### config.mk
export PLATFORM = sky130hd
export DESIGN_NAME = mem_arbiter
export DESIGN_NICKNAME = d
export VERILOG_FILES = /design/src/rtl/mem_arbiter.sv
export SDC_FILE = /design/constraint.sdc
export NUM_CORES = 1
export LEC_CHECK = 0
export ABC_CLOCK_PERIOD_IN_PS = 2300
export BUFFER_PORTS_ARGS = -buffer_cell sky130_fd_sc_hd__buf_2
export CORE_MARGIN = 5
export CORE_UTILIZATION = 25
export CTS_CLUSTER_SIZE = 28
export DETAILED_ROUTE_END_ITERATION = 16
export PLACE_DENSITY = 0.46
export SLEW_MARGIN = 0
export SYNTH_ARGS = -nofsm -noshare
export SYNTH_HDL_FRONTEND = slang
export SYNTH_SLANG_ARGS = --single-unit
### constraint.sdc
create_clock -name clock -period 2.3 [get_ports clock]
set_input_delay 0.46 -clock clock [delete_from_list [all_inputs] [get_ports clock]]
set_output_delay 0.46 -clock clock [all_outputs]
set_load 0.005 [all_outputs]
### src/rtl/mem_arbiter.sv
// mem_arbiter: two-master round-robin arbiter and sequencer for memory0.
// Each accepted request takes three cycles: grant (IDLE), one memory access
// cycle (ACCESS), and a one-cycle acknowledge to the owner (DONE).
module mem_arbiter #(
  parameter logic [31:0] MEMSIZE = 32'h80000
) (
  input  logic        clock,
  input  logic        reset,
  input  logic        req0,
  input  logic        rw0,
  input  logic [1:0]  size0,
  input  logic [31:0] addr0,
  input  logic [31:0] wdata0,
  input  logic        req1,
  input  logic        rw1,
  input  logic [1:0]  size1,
  input  logic [31:0] addr1,
  input  logic [31:0] wdata1,
  output logic        ack0,
  output logic        ack1,
  output logic        err0,
  output logic        err1,
  output logic [31:0] rdata,
  output logic [1:0]  gnt,
  output logic        m_en,
  output logic        m_rw,
  output logic [1:0]  m_size,
  output logic [31:0] mar,
  output logic [31:0] mdr,
  input  logic [31:0] dbus
);

  localparam logic [1:0] IDLE   = 2'd0;
  localparam logic [1:0] ACCESS = 2'd1;
  localparam logic [1:0] DONE   = 2'd2;

  // Highest legal start address; the check is unsigned.
  localparam logic [31:0] MAX_ADDR = MEMSIZE - 32'd4;

  logic [1:0]  state;
  logic        last;
  logic        owner;
  logic        lat_rw;
  logic        lat_err;

  logic        win;
  logic        w_rw;
  logic [1:0]  w_size;
  logic [31:0] w_addr;
  logic [31:0] w_wdata;
  logic        w_legal;

  // Round-robin winner selection and the winner's request fields.
  always_comb begin
    win = 1'b0;
    if (req0 && req1) begin
      win = ~last;
    end else if (req1) begin
      win = 1'b1;
    end
    w_rw    = win ? rw1    : rw0;
    w_size  = win ? size1  : size0;
    w_addr  = win ? addr1  : addr0;
    w_wdata = win ? wdata1 : wdata0;
    w_legal = (w_addr <= MAX_ADDR);
  end

  // Sequencer: grant, drive memory for one cycle, then acknowledge.
  always_ff @(posedge clock) begin
    if (!reset) begin
      state   <= IDLE;
      last    <= 1'b1;
      owner   <= 1'b0;
      lat_rw  <= 1'b1;
      lat_err <= 1'b0;
      gnt     <= '0;
      m_en    <= 1'b0;
      m_rw    <= 1'b1;
      m_size  <= 2'b11;
      mar     <= '0;
      mdr     <= '0;
      rdata   <= '0;
      ack0    <= 1'b0;
      ack1    <= 1'b0;
      err0    <= 1'b0;
      err1    <= 1'b0;
    end else begin
      case (state)
        IDLE: begin
          if (req0 || req1) begin
            owner   <= win;
            last    <= win;
            gnt     <= win ? 2'b10 : 2'b01;
            lat_rw  <= w_rw;
            lat_err <= ~w_legal;
            // Memory-side registers are loaded here so they are valid for
            // the whole ACCESS cycle; an illegal address leaves them untouched.
            m_en    <= w_legal;
            if (w_legal) begin
              m_rw   <= w_rw;
              m_size <= w_size;
              mar    <= w_addr;
              if (!w_rw) begin
                mdr <= w_wdata;
              end
            end
            state <= ACCESS;
          end
        end
        ACCESS: begin
          m_en  <= 1'b0;
          rdata <= (lat_rw && !lat_err) ? dbus : '0;
          ack0  <= ~owner;
          ack1  <= owner;
          err0  <= ~owner & lat_err;
          err1  <= owner & lat_err;
          state <= DONE;
        end
        DONE: begin
          gnt   <= '0;
          ack0  <= 1'b0;
          ack1  <= 1'b0;
          err0  <= 1'b0;
          err1  <= 1'b0;
          state <= IDLE;
        end
        default: begin
          state <= IDLE;
        end
      endcase
    end
  end

endmodule

==> results.cfg <==
[logic_synthesis]
synth_top_area_share_pct = 43.3
yosysWarnings = 0
yosysTopAreaCell = dfxtp_1
synthDistinctLibCells = 40
synth_edf_count = 0
yosysSeqAreaShare_pct = 43.3
syn_nets = 708
ys_top_cells_by_area = dfxtp_1 (43%), a211oi_2 (7.0%), mux2i_1 (6.8%)
postSynthAreaPerCell_um2 = 9.68
netlist_area_um2 = 5180
synth-main-ff-cell = dfxtp_1
async_reset_ff_share_pct = 0
ys_ff_latch = 112
syn-instance-count = 535

[floorplanning]
initial_core_util_pct = 25.5
fp.coreArea_um2 = 20300
ioPinCount = 276
fp.dieW_um = 154
dieHeight_um = 154
die_area_um2 = 23700
rows = 52

[clocking]
cts_buffers = 9
cts_tree = done
clk_pin_slew_worst_paths_ps = 90
clockRootBuffer = clkbuf_16
post_cts_resized = 0
cts_setup_buffers = 0
cts_hold_buf = 0
cts.path.max_buffers = 2
cts_sinks = 112
cts_htree_levels = 3
clk_latency_ps = 360

[cells_and_area]
final_cells = 1086
drive_gt1_share_pct = 49.6
design_area_um2 = 7310
diodes = 0
syn_to_final_growth_pct = 41.2
fin_nets = 984
layout_common_cells = buf_2 (275), dfxtp_1 (112), nand2_1 (51)
fill_cells = 2117
final_common_cell = buf_2

[sta]
skew_ps = 9.77
period_share_pct = 88.7
worst_pin_slew_ps = 452
grt_setup_unrepaired = false
finalSetupViolCount = 0
timing.fmax_mhz = 490
timing.hold.ws_ps = 324
relSlewSlack_pct = 69.9
timing.final.crit_period_ps = 2040
final-max-slew-violation-count = 0
finalHoldViolCount = 0

[place]
dp_hpwl_mm = 13.5
gp_congestion = 0.795
place_inst = 1070
placed_cell_area_um2 = 7000
port_buffers = 275

[power]
leakage_nw = 3.42
ir_drop_uv = 309
p_per_area_nw_per_um2 = 587
power.total_w = 0.00429

[grt]
track_usage_pct = 14.5
overflow = 0
grt_pass1_vias = 4984
antenna_found_initial = 1
grt_start_max_net_pins = 35
grt_pass1_wl_mm = 27.8

[detailed_routing]
drt_iter0_drc = 154
first_pass_iters = 4
routed_wl_mm = 17.9
vias = 4953
drc_errors = 0
vias_per_cell = 4.56
antenna_left = 0
routedWlPerCell_um = 16.5

[worst_setup_path]
crit_type = flip-flop to flip-flop
critPathCaptureType = flip-flop
r2r_end = mar[5]
r2r_start = state[0]
crit_fanout = 17
worstPathRequired_ps = 2560
rrSetupSlack_ps = 260
arrival_ps = 2300
startpoint_type = flip-flop
r2r_cells = 8

[job]
drv_cap = 0

[hold_path]
min_delay_path_depth = 3
hold_start = dbus[22]
holdPathEnd = rdata[22]
hp-class = primary input to flip-flop

[status]
status = finished, final reports clean
## state kept, by name, summed over array words and instances, names as in the netlist
name     flops
m_en         1
mdr         32
ack1         1
err0         1
lat_rw       1
m_rw         1
gnt          2
m_size       2
ack0         1
mar         32
err1         1
state        2
last         1
lat_err      1
owner        1
rdata       32
## synthesized netlist by cell type, drive strengths merged, types with 3 or more instances
| cell type | count |
|---|---|
| and3 | 15 |
| clkbuf | 28 |
| inv | 3 |
| a31oi | 32 |
| buf | 20 |
| nor2b | 35 |
| o21ai | 6 |
| a211oi | 32 |
| a311oi | 19 |
| nor3 | 5 |
| a21oi | 59 |
| dfxtp | 112 |
| a21o | 4 |
| ha | 3 |
| mux2i | 36 |
| nand4 | 12 |
| nor4 | 6 |
| nand2 | 51 |
| nor2 | 43 |
## stage by stage
| step | setup TNS (ps) | utilization, % | setup slack [ps] |
|---|---|---|---|
| global placement | -3370 | 34.5 | -102 |
| global route | 0 | 36.0 | 47.5 |
| floorplan | 0 | - | 370 |
| detailed placement | -1140 | 34.5 | -47.6 |
| CTS | 0 | 36.0 | 199 |
| finish | 0 | 36.0 | 260 |
## final cells by class
type,instances,area (µm²),share of cell area (%)
inverters,3,13.8,0.188
well taps,270,338,4.62
clock buffers,9,225,3.08
flip-flops and latches,112,2240,30.7
repair buffers,313,1740,23.7
multi-input cells,372,2670,36.5
clock inverters,7,87.6,1.20
## logic make-up after synthesis
logic type,synth area share (%)
mux,7.20
fa+ha+maj,0.725
simple gates,16.6
flops,43.3
compound gates,26.6
buf+inv,5.61
## routing by layer
layer / up-vias / global-route usage (%) / part of all wire, %
met5: - / 0 / 0.039
met4: 2 / 3.62 / 1.2
met3: 14 / 5.03 / 8.3
met2: 187 / 23.7 / 46
met1: 2253 / 18.5 / 44
li1: 2497 / - / -
## worst max path at each step
| stage | from | endpoint | slack, ps | depth (start not counted) |
|---|---|---|---|---|
| after floorplan | state[0] | m_size[0] | 370 | 10 |
| after global placement | addr1[21] | m_size[0] | -100 | 9 |
| after detailed placement | addr1[21] | m_size[0] | -50 | 9 |
| after CTS | state[0] | mar[5] | 200 | 8 |
| after global routing | state[0] | m_size[0] | 50 | 8 |
| final | state[0] | mar[5] | 260 | 8 |
## critical path: stages (launching register included)
cell and delay (ps):
dfxtp_1 320, inv_1 90, ha_1 190, o21a_1 240, nand4_2 140, o22ai_4 270, buf_4 350, a21oi_2 100
a311oi_2 240
## power breakdown
group	total, W	switching [W]	internal, W
clock network	0.00163	0.000849	0.000779
logic	0.000650	0.000361	0.000289
registers	0.00202	0.0000262	0.00199
Power figures use the tool's default switching activity.
